<file path="config.mk">
export PLATFORM = sky130hd
export DESIGN_NAME = dmem_arbiter
export DESIGN_NICKNAME = d
export VERILOG_FILES = /design/src/rtl/dmem_arbiter_pkg.sv /design/src/rtl/dmem_arbiter_rr_arb2.sv /design/src/rtl/dmem_arbiter.sv
export SDC_FILE = /design/constraint.sdc
export NUM_CORES = 1
export LEC_CHECK = 0
export CAP_MARGIN = 20
export CORE_MARGIN = 4
export CORE_UTILIZATION = 44
export DETAILED_ROUTE_END_ITERATION = 16
export PLACE_DENSITY_LB_ADDON = 0.25
export SLEW_MARGIN = 20
export SYNTH_ARGS = -nofsm -noshare
export SYNTH_HDL_FRONTEND = slang
export SYNTH_SLANG_ARGS = --single-unit
</file>
<file path="constraint.sdc">
create_clock -name clk -period 13.6 [get_ports clk]
set_input_delay 3.4 -clock clk [delete_from_list [all_inputs] [get_ports clk]]
set_output_delay 3.4 -clock clk [all_outputs]
set_load 0.02 [all_outputs]
</file>
<file path="src/rtl/dmem_arbiter_pkg.sv">
// Shared definitions for the data-memory arbiter: FSM state encodings,
// default response timeout and the fixed-priority pick helper.
package dmem_arbiter_pkg;

    // Transaction sequencer states (2-bit encoding shared by the arbiter slice).
    typedef enum logic [1:0] {
        DMEM_ARB_IDLE  = 2'd0,
        DMEM_ARB_ISSUE = 2'd1,
        DMEM_ARB_WAIT  = 2'd2,
        DMEM_ARB_RESP  = 2'd3
    } dmem_arb_state_e;

    // Default number of WAIT cycles before a stalled RAM is reported as an error.
    localparam int DMEM_ARB_TIMEOUT_DEF = 15;

    // Port 0 beats port 1; returns a one-hot winner (or zero with no request).
    function automatic logic [1:0] fixed_pick(input logic [1:0] req);
        if (req[0]) begin
            return 2'b01;
        end else if (req[1]) begin
            return 2'b10;
        end
        return 2'b00;
    endfunction

endpackage

</file>
<file path="src/rtl/dmem_arbiter_rr_arb2.sv">
// Two-requester arbiter producing a one-hot winner.
// Build option: DMEM_ARB_RR_EN selects round-robin between contending ports;
// without it port 0 always wins and the last-grant pointer is not built.
module rr_arb2
    import dmem_arbiter_pkg::*;
(
    input  logic       clk,
    input  logic       rst,
    input  logic [1:0] i_req,
    input  logic       i_take,
    output logic [1:0] o_win
);

`ifdef DMEM_ARB_RR_EN
    // 1 = port 1 was granted last; reset value steers the first contest to port 0.
    logic r_last;

    // Contended requests go to the port that was not served last.
    always_comb begin
        // NOTE: every combinational output gets a default first so no latch is inferred.
        o_win = fixed_pick(i_req);
        if (i_req == 2'b11) begin
            o_win = r_last ? 2'b01 : 2'b10;
        end
    end

    // Remember which port won each accepted grant.
    always_ff @(posedge clk or posedge rst) begin
        // NOTE: sequential state uses non-blocking assignments so all flops update together.
        if (rst) begin
            r_last <= 1'b1;
        end else if (i_take && (o_win != 2'b00)) begin
            r_last <= o_win[1];
        end
    end
`else
    // Fixed priority needs no state; clock, reset and take are intentionally unused.
    logic w_unused;
    assign w_unused = clk ^ rst ^ i_take;
    assign o_win    = fixed_pick(i_req);
`endif

endmodule

</file>
<file path="src/rtl/dmem_arbiter.sv">
// Two-port arbiter/sequencer in front of data_ram: grants one requester per
// transaction, issues a one-cycle RAM enable, waits for the response (with
// timeout) and returns done/err/rdata to the granted port.
// Build option: DMEM_ARB_RR_EN (round-robin arbitration, see rr_arb2).
module dmem_arbiter
    import dmem_arbiter_pkg::*;
#(
    parameter int ADDR_W  = 32,
    parameter int DATA_W  = 32,
    parameter int TIMEOUT = DMEM_ARB_TIMEOUT_DEF
) (
    input  logic              clk,
    input  logic              rst,
    input  logic              i_p0_req,
    input  logic              i_p1_req,
    input  logic              i_p0_wr,
    input  logic              i_p1_wr,
    input  logic [ADDR_W-1:0] i_p0_addr,
    input  logic [ADDR_W-1:0] i_p1_addr,
    input  logic [DATA_W-1:0] i_p0_wdata,
    input  logic [DATA_W-1:0] i_p1_wdata,
    output logic              o_p0_gnt,
    output logic              o_p1_gnt,
    output logic              o_p0_done,
    output logic              o_p1_done,
    output logic              o_p0_err,
    output logic              o_p1_err,
    output logic [DATA_W-1:0] o_p0_rdata,
    output logic [DATA_W-1:0] o_p1_rdata,
    output logic              o_mem_en,
    output logic              o_mem_rd,
    output logic              o_mem_wr,
    output logic [ADDR_W-1:0] o_mem_addr,
    output logic [DATA_W-1:0] o_mem_wdata,
    input  logic [DATA_W-1:0] i_mem_rdata,
    input  logic              i_mem_rdy,
    input  logic              i_mem_vld
);

    localparam int CNT_W = $clog2(TIMEOUT + 1);

    dmem_arb_state_e   r_state;
    dmem_arb_state_e   w_next;
    logic [CNT_W-1:0]  r_cnt;
    logic              r_port;      // granted port of the current transaction
    logic              r_wr;
    logic [ADDR_W-1:0] r_addr;
    logic [DATA_W-1:0] r_wdata;
    logic              r_err;
    logic [DATA_W-1:0] r_p0_rdata;
    logic [DATA_W-1:0] r_p1_rdata;

    logic [1:0]        w_win;
    logic              w_take;
    logic              w_fin;
    logic              w_err;
    logic              w_upd;
    logic [DATA_W-1:0] w_rdval;
    logic              w_done;

    rr_arb2 u_arb (
        .clk    (clk),
        .rst    (rst),
        .i_req  ({i_p1_req, i_p0_req}),
        .i_take (w_take),
        .o_win  (w_win)
    );

    assign w_take = (r_state == DMEM_ARB_IDLE) && (w_win != 2'b00);
    assign w_fin  = (r_state == DMEM_ARB_WAIT) &&
                    (i_mem_rdy || (r_cnt == CNT_W'(TIMEOUT)));

    // State register; reset aborts any transaction without a done pulse.
    always_ff @(posedge clk or posedge rst) begin
        if (rst) begin
            r_state <= DMEM_ARB_IDLE;
        end else begin
            r_state <= w_next;
        end
    end

    // Next-state decode: IDLE -> ISSUE -> WAIT (until rdy/timeout) -> RESP -> IDLE.
    always_comb begin
        w_next = r_state;
        case (r_state)
            DMEM_ARB_IDLE:  if (w_take) w_next = DMEM_ARB_ISSUE;
            DMEM_ARB_ISSUE: w_next = DMEM_ARB_WAIT;
            DMEM_ARB_WAIT:  if (w_fin) w_next = DMEM_ARB_RESP;
            DMEM_ARB_RESP:  w_next = DMEM_ARB_IDLE;
            default:        w_next = DMEM_ARB_IDLE;
        endcase
    end

    // Capture the winner's request fields at grant time.
    always_ff @(posedge clk or posedge rst) begin
        // NOTE: the request latches are reset too, since they drive o_mem_addr/wdata directly.
        if (rst) begin
            r_port  <= 1'b0;
            r_wr    <= 1'b0;
            r_addr  <= '0;
            r_wdata <= '0;
        end else if (w_take) begin
            r_port  <= w_win[1] & ~w_win[0];
            r_wr    <= w_win[1] ? i_p1_wr    : i_p0_wr;
            r_addr  <= w_win[1] ? i_p1_addr  : i_p0_addr;
            r_wdata <= w_win[1] ? i_p1_wdata : i_p0_wdata;
        end
    end

    // WAIT cycle counter: cleared while issuing, saturates at TIMEOUT.
    always_ff @(posedge clk or posedge rst) begin
        if (rst) begin
            r_cnt <= '0;
        end else if (r_state == DMEM_ARB_ISSUE) begin
            r_cnt <= '0;
        end else if ((r_state == DMEM_ARB_WAIT) && (r_cnt != CNT_W'(TIMEOUT))) begin
            r_cnt <= r_cnt + CNT_W'(1);
        end
    end

    // Classify the end of WAIT: good read, read without valid, write ack or timeout.
    always_comb begin
        w_err   = 1'b0;
        w_upd   = 1'b0;
        w_rdval = '0;
        if (i_mem_rdy) begin
            if (!r_wr) begin
                w_upd = 1'b1;
                if (i_mem_vld) begin
                    w_rdval = i_mem_rdata;
                end else begin
                    w_err = 1'b1;
                end
            end
        end else begin
            w_err = 1'b1;
            w_upd = 1'b1;
        end
    end

    // Response registers; only the granted port's read data changes.
    always_ff @(posedge clk or posedge rst) begin
        if (rst) begin
            r_err      <= 1'b0;
            r_p0_rdata <= '0;
            r_p1_rdata <= '0;
        end else if (w_fin) begin
            r_err <= w_err;
            if (w_upd && r_port) begin
                r_p1_rdata <= w_rdval;
            end else if (w_upd) begin
                r_p0_rdata <= w_rdval;
            end
        end
    end

    // Outputs decode registered state only, so no input reaches an output combinationally.
    assign o_mem_en    = (r_state == DMEM_ARB_ISSUE);
    assign o_mem_rd    = o_mem_en & ~r_wr;
    assign o_mem_wr    = o_mem_en &  r_wr;
    assign o_mem_addr  = r_addr;
    assign o_mem_wdata = r_wdata;
    assign o_p0_gnt    = o_mem_en & ~r_port;
    assign o_p1_gnt    = o_mem_en &  r_port;
    assign w_done      = (r_state == DMEM_ARB_RESP);
    assign o_p0_done   = w_done & ~r_port;
    assign o_p1_done   = w_done &  r_port;
    assign o_p0_err    = o_p0_done & r_err;
    assign o_p1_err    = o_p1_done & r_err;
    assign o_p0_rdata  = r_p0_rdata;
    assign o_p1_rdata  = r_p1_rdata;

endmodule
</file>
**Yosys cells after proc, flatten, opt, wreduce, memory -nomap -nowiden**

Index checks and enable logic that the tools add are counted.

- Input bits: 168
- Bits in registers: 137
- Output and inout port bits: 137

- Mux-type cells: 21
- Add/subtract/negate cells: 1
- Equality and inequality tests: 7
- Reduce and logical (&&, ||, !) cells: 11
- Bitwise logic cells: 13

Operators by type and width:

| kind | count |
|---|---|
| $mux 32 | 5 |
| $mux 2 | 5 |
| $and 1x1->1 | 9 |
| $mux 1 | 8 |
| $mux 4 | 2 |
| $pmux 2 s4 | 1 |
| $add 4x1->4 const B | 1 |
| $eq 2x2->1 const B | 2 |
| $eq 4x4->1 const B | 1 |
| $logic_and 1x1->1 | 4 |
| $ne 4x4->1 const B | 1 |
| $not 1->1 | 4 |
| $reduce_and 2->1 | 2 |
| $reduce_bool 2->1 | 2 |
| $reduce_and 3->1 | 1 |
| $eq 2x1->1 const B | 1 |
| $logic_not 2->1 | 1 |
| $ne 2x1->1 const B | 1 |
| $ne 2x2->1 const B | 1 |
| $logic_or 1x1->1 | 1 |

**Depth between registers and ports, before layout**

Gate-level depths: netlist (run 1).

- Word-level depth: 7
- Mapped depth: 8
- Depth with buffers taken out: 5

**Cells and area by module**

Synthesis (run 1) repeated with hierarchy kept, for this count alone.

- Cell total of the unflattened synthesis: 597
- Area total of the unflattened synthesis: 6147.1 um2

Modules (own cells, without submodules):

| module | area each (um2) | instances | sequential area each (um2) | cells an instance |
|---|---|---|---|---|
| dmem_arbiter | 6137.1 | 1 | 3428.3 | 595 |
| rr_arb2 | 10.0 | 1 | 0.0 | 2 |

**Worst setup path before layout (run 1)**

No wires, ideal clock.

- Path kind: register to output
- From: register r_state[1]
- To: output o_mem_rd
- Data arrival time: 1341 ps
- Data required time: 10200 ps
- Buffers on the path: 1
- Cell stages (with the launch flop): 5
- Path slack: 8859 ps
- Cells stage by stage: dfrtp_1 -> inv_1 -> ha_1 -> clkbuf_1 -> nor2b_1

- Cells in the longest elaborated chain, start to end: 2

Ends and longest elaborated chain:

| item | line | RTL |
|---|---|---|
| start: declaration | dmem_arbiter.sv:42 | `dmem_arb_state_e r_state;` |
| start signal: assignment | dmem_arbiter.sv:78 | `r_state <= w_next;` |
| $eq 2x1->1 | dmem_arbiter.sv:158 | `assign o_mem_en = (r_state == DMEM_ARB_ISSUE);` |
| net o_mem_en | dmem_arbiter.sv:30 | `output logic o_mem_en,` |
| $and 1x1->1 | dmem_arbiter.sv:159 | `assign o_mem_rd = o_mem_en & ~r_wr;` |
| end: declaration | dmem_arbiter.sv:31 | `output logic o_mem_rd,` |

The timed path passes the listed nets, and every way through them passes these cells.

**Worst setup path after layout (run 1)**

- From: register r_state[1]
- To: output o_mem_wr

- Cells in the longest elaborated chain, start to end: 2

Ends and longest elaborated chain:

| item | line | RTL |
|---|---|---|
| $eq 2x1->1 | dmem_arbiter.sv:158 |  |
| $and 1x1->1 | dmem_arbiter.sv:160 | `assign o_mem_wr = o_mem_en & r_wr;` |
| end: declaration | dmem_arbiter.sv:32 | `output logic o_mem_wr,` |

No other way between the ends.

==> results_dict.tcl, run 1 <==
set metrics [dict create \
    fp.coreArea_sq_um 13500 \
    p_per_area_nw_per_um2 231 \
    reg2reg_depth 6 \
    via_per_inst 5.20 \
    grt_overflow_total 0 \
    hp-class "register to register" \
    final_common_cell "clkdlybuf4s50_1" \
    end_kind "output port" \
    post_cts_resized 0 \
    fillers 948 \
    hold_path_depth 2 \
    criticalPathCategory "register to output port" \
    num-nets-final 1049 \
    drt_iter0_markers 388 \
    wl_per_cell_um 17.6 \
    wirelength_um 18800 \
    synth_area_sq_um 6150 \
    die_y_um 126 \
    ant_nets 0 \
    required_ns 10.20 \
    dr.pass1.iters 4 \
    cp-start-kind "register" \
    setup_tns_ns 0 \
    cts_buffers 17 \
    dieArea_sq_um 15900 \
    port_buffers 304 \
    initial_core_util_pct 45.7 \
    worst_slack_ns 8.15 \
    insertion_delay_ns 0.41 \
    yosysSeqAreaShare_pct 55.7 \
    outcome "finished, final reports clean" \
    drv_cap 0 \
    htreeDepth 4 \
    vias 5539 \
    grt_pass1_vias 5639 \
    grt_max_degree 131 \
    relSlewSlack_pct 26.8 \
    numClockSinks 137 \
    critPathMaxFanout 11 \
    setup_viol 0 \
    syn_area_per_cell_sq_um 10.4 \
    ys_warn_count 0 \
    rsz0062_at_grt "false" \
    tightest_slew_ns 1.10 \
    grt_pass1_wl_um 29100 \
    fin_worst_skew_ns 0.00939 \
    p_leak_nw 4.49 \
    chipWidth_um 126 \
    r2r_slack_ns 11.57 \
    grt_antenna_before_repair 0 \
    vdd_drop_max_mv 0.113 \
    layout_common_cells "clkdlybuf4s50_1, nand2_1, dfrtp_1" \
    slew_viol_final 0 \
    min_period_ns 5.45 \
    critical_path_arrival_ns 2.05 \
    dpl_worst_slack_ns 8.03 \
    cts_tree "done" \
    synth_nets 766 \
    ys_ff_latch 137 \
    clock_path_buffers 2 \
    fin_crit_sh_pct 40.1 \
    hpwl_um 13800 \
    globalRouteTotalUtil_pct 23.1 \
    drc_errors 0 \
    rows 42 \
    ctsHoldBuffers 0 \
    ios 305 \
    drive_gt1_share_pct 5.74 \
    areaGrowthSynthToFinish_pct 59.6 \
    synth_cell_types 33 \
    cts_setup_buffers 0 \
    postSynthCellCount 593 \
    clk_pin_slew_ns 0.06 \
    routabilityCongestion 0.805 \
    antenna_cells 0 \
    root_buffer "clkbuf_16" \
    fmax_mhz 184 \
    hold_viol_final 0 \
]
-- Yosys cell counts, drive strengths merged --
library cell	count	area [sq um]
nor2b	1	6.26
nor2	4	15.0
and2b	2	15.0
a21oi	5	25.0
and2	5	31.3
nor4	2	42.5
o211ai	1	7.51
o21ai	70	350
inv	5	18.8
and3	2	13.8
buf	39	318
mux2i	65	651
mux2	1	11.3
or2	1	6.26
nand4	1	6.26
o22a	1	8.76
o22ai	64	413
a211oi	1	7.51
clkbuf	9	33.8
ha	5	62.6
nand2b	3	18.8
a32oi	1	8.76
nand2	163	614
nand4bb	1	11.3
nand4b	2	17.5
nand3	2	10.0
dfrtp	137	3430
-- critical path, stage by stage, from the launching register on --
cell and delay, ns:
dfrtp_1 0.41, inv_1 0.09, ha_1 0.35, and2_1 0.18, clkdlybuf4s50_1 0.61
-- stage by stage --
step                cells  utilization, %  total power, W  hold WS (ns)  cell area (sq um)
floorplan             593               -         0.00124         0.510               6150
global placement     1033            68.0         0.00173         0.461               9150
detailed placement   1033            68.0         0.00176         0.470               9150
CTS                  1065            72.9         0.00228         0.481               9810
global route         1065            73.0         0.00239         0.493               9820
finish               1065            73.0         0.00226         0.476               9820
-- registers in the layout, indices dropped and copies added, names as in the netlist --
register     flops
o_mem_addr      32
o_mem_wdata     32
o_p0_rdata      32
o_p1_rdata      32
r_cnt            4
r_err            1
r_port           1
r_state          2
r_wr             1
-- cell type report --
class                      instances  area (sq um)  area share [%]
clock inverter                    11           190            1.94
inverter                           5          23.8           0.242
clock buffer                      21           470            4.79
timing repair buffer             312          3110            31.6
multi-input combinational        403          2380            24.2
sequential                       137          3430            34.9
tap                              176           220            2.24
-- routing by layer --
metal  routed length [um]  track usage (%)  up-vias
li1                     -                -     2629
met1                 7080             26.3     2614
met2                 9510             39.6      262
met3                 1730             8.55       34
met4                  468             8.96        0
met5                    0                0        -
-- path summary, 6_finish.rpt --
check / startpoint / endpoint
min in group asynchronous: rst / o_mem_wdata[19]
max in group asynchronous: rst / o_mem_addr[29]
setup reg to reg: r_state[0] / o_p1_rdata[11]
hold reg to reg: o_mem_addr[16] / o_mem_addr[16]
setup / recovery: r_state[1] / o_mem_wr
hold / removal: o_mem_addr[16] / o_mem_addr[16]
-- power breakdown --
| group | internal [W] | leakage (nW) | switching (W) | total (W) |
|---|---|---|---|---|
| registers | 0.000601 | 1.75 | 0.000117 | 0.000718 |
| clock network | 0.000340 | 0.324 | 0.000172 | 0.000512 |
| logic | 0.000484 | 2.42 | 0.000549 | 0.00103 |
-- cell families (layout without fill, tap and decap cells) --
group	Yosys count	in the layout	share of synthesized area, %
simple gates	189	189	13.1
compound gates	143	143	13.3
flops	137	137	55.7
mux	66	66	10.8
buf+inv	53	349	6.02
fa+ha+maj	5	5	1.02
(Power assumes the default switching activity.)
==> inputs of run 2 (changes only) <==
- CORE_UTILIZATION: 44 -> 37
- clock period: 13.6 -> 4.95 ns (I/O delays scaled with it)
==> run 2 against run 1 <==
  * Final cell count is 3.9% higher
  * Clock skew shrank 0.00096 ns
  * Clock-buffer cell count is the same
  * Largest cell class unchanged
  * Critical endpoint is now o_mem_rd
  * Critical path type unchanged
==> results_dict.tcl, run 2 (synthesis gave the netlist of run 1 again) <==
set metrics [dict create \
    clock_path_buffers 2 \
    grt_pass1_wl_um 28100 \
    tightest_slew_ns 1.02 \
    p_seq_share_pct 31.8 \
    slew_viol_final 0 \
    hold_viol_final 0 \
    root_buffer "clkbuf_16" \
    setup_viol 0 \
    initial_core_util_pct 38.2 \
    die_y_um 137 \
    fillers 1376 \
    switching_power_w 0.00229 \
    cts_setup_buffers 0 \
    hp-class "register to register" \
    routabilityCongestion 0.791 \
    required_ns 3.71 \
    ctsHoldBuffers 0 \
    wl_per_cell_um 16.7 \
    cp-start-kind "register" \
    ant_nets 0 \
    met2_usage_pct 31.5 \
    htreeDepth 4 \
    ios 305 \
    swShare_pct 37.3 \
    min_period_ns 3.29 \
    fp.coreArea_sq_um 16100 \
    fmax_mhz 304 \
    grt_max_degree 131 \
    drive_gt1_share_pct 5.72 \
    drc_errors 0 \
    drt_iter0_markers 258 \
    via_per_inst 4.82 \
    rsz0062_at_grt "false" \
    antenna_cells 0 \
    hpwl_um 13800 \
    vdd_drop_max_mv 0.296 \
    p_clk_share_pct 22.0 \
    rows 46 \
    busiest_layer "met2" \
    relSlewSlack_pct 31.5 \
    use_met3_pct 7.46 \
    vias 5331 \
    globalRouteTotalUtil_pct 19.4 \
    p_int_w 0.00385 \
    fin_worst_skew_ns 0.00843 \
    cts_buffers 17 \
    grt_pass1_vias 5202 \
    fin_crit_sh_pct 66.5 \
    dr.pass1.iters 4 \
    port_buffers 304 \
    holdWs_ns 0.474 \
    end_kind "output port" \
    area.sequential_sq_um 3430 \
    p_leak_nw 4.49 \
    criticalPathCategory "register to output port" \
    areaGrowthSynthToFinish_pct 60.1 \
    layout_common_cells "clkdlybuf4s50_1, nand2_1, dfrtp_1" \
    numClockSinks 137 \
    num-nets-final 1051 \
    dieArea_sq_um 18800 \
    grt_antenna_before_repair 0 \
    insertion_delay_ns 0.42 \
    grt_overflow_total 0 \
    pwr-share-comb_pct 46.2 \
    clk_pin_slew_ns 0.06 \
    use_met1_pct 24.1 \
    outcome "finished, final reports clean" \
    chipWidth_um 137 \
    critical_path_arrival_ns 2.06 \
    final_common_cell "clkdlybuf4s50_1" \
    critPathMaxFanout 11 \
    wirelength_um 18500 \
    setup_tns_ns 0 \
    cts_tree "done" \
    multi_input_area_sq_um 2380 \
    drv_cap 0 \
    post_cts_resized 0 \
    p_per_area_nw_per_um2 623 \
]
==> run 2: power groups by stage <==
stage / sequential [W] / combinational (W) / clock [W]
floorplan: 0.00254 / 0.000865 / 0
global placement: 0.00196 / 0.00283 / 0
detailed placement: 0.00197 / 0.00287 / 0
CTS: 0.00196 / 0.00288 / 0.00137
global route: 0.00203 / 0.00307 / 0.00143
finish: 0.00195 / 0.00284 / 0.00135
==> run 2: critical path: stages (launching register included) <==
cell and delay, ns:
dfrtp_1 0.41, inv_1 0.09, ha_1 0.35, nor2b_1 0.18
clkdlybuf4s50_1 0.62
==> run 2: final timing paths <==
| kind | startpoint | end | slack (ns) | depth (start not counted) |
|---|---|---|---|---|
| max in group asynchronous | rst | o_p1_rdata[8] | 2.76 | 3 |
| hold / removal | o_mem_addr[22] | o_mem_addr[22] | 0.47 | 2 |
| hold reg to reg | o_mem_addr[22] | o_mem_addr[22] | 0.47 | 2 |
| min in group asynchronous | rst | o_mem_wdata[5] | 1.33 | 2 |
| setup reg to reg | r_state[0] | o_p1_rdata[5] | 2.52 | 6 |
| setup / recovery | r_state[1] | o_mem_rd | 1.66 | 4 |
==> run 2: layout make-up <==
cell class | count | area share, %
clock buffer | 21 | 4.57
clock inverter | 11 | 1.73
inverter | 5 | 0.241
multi-input combinational | 403 | 24.1
sequential | 137 | 34.8
tap | 216 | 2.74
timing repair buffer | 314 | 31.8
==> run 2: metal layers <==
| layer | wire length (um) | vias to the layer above |
|---|---|---|
| met5 | 0 | - |
| met4 | 250 | 0 |
| met3 | 1970 | 17 |
| met2 | 8920 | 230 |
| met1 | 7360 | 2455 |
| li1 | - | 2629 |
==> run 2: per-stage QoR <==
stage / std cells / instance area, sq um / worst slack, ns / util [%] / total power [W]
2_1_floorplan: 593 / 6150 / 0.0447 / - / 0.00341
3_3_place_gp: 1075 / 9230 / 1.57 / 57.3 / 0.00479
3_5_place_dp: 1075 / 9230 / 1.49 / 57.3 / 0.00484
4_1_cts: 1107 / 9850 / 1.63 / 61.1 / 0.00620
5_1_grt: 1107 / 9850 / 1.57 / 61.1 / 0.00653
6_report: 1107 / 9850 / 1.66 / 61.1 / 0.00613
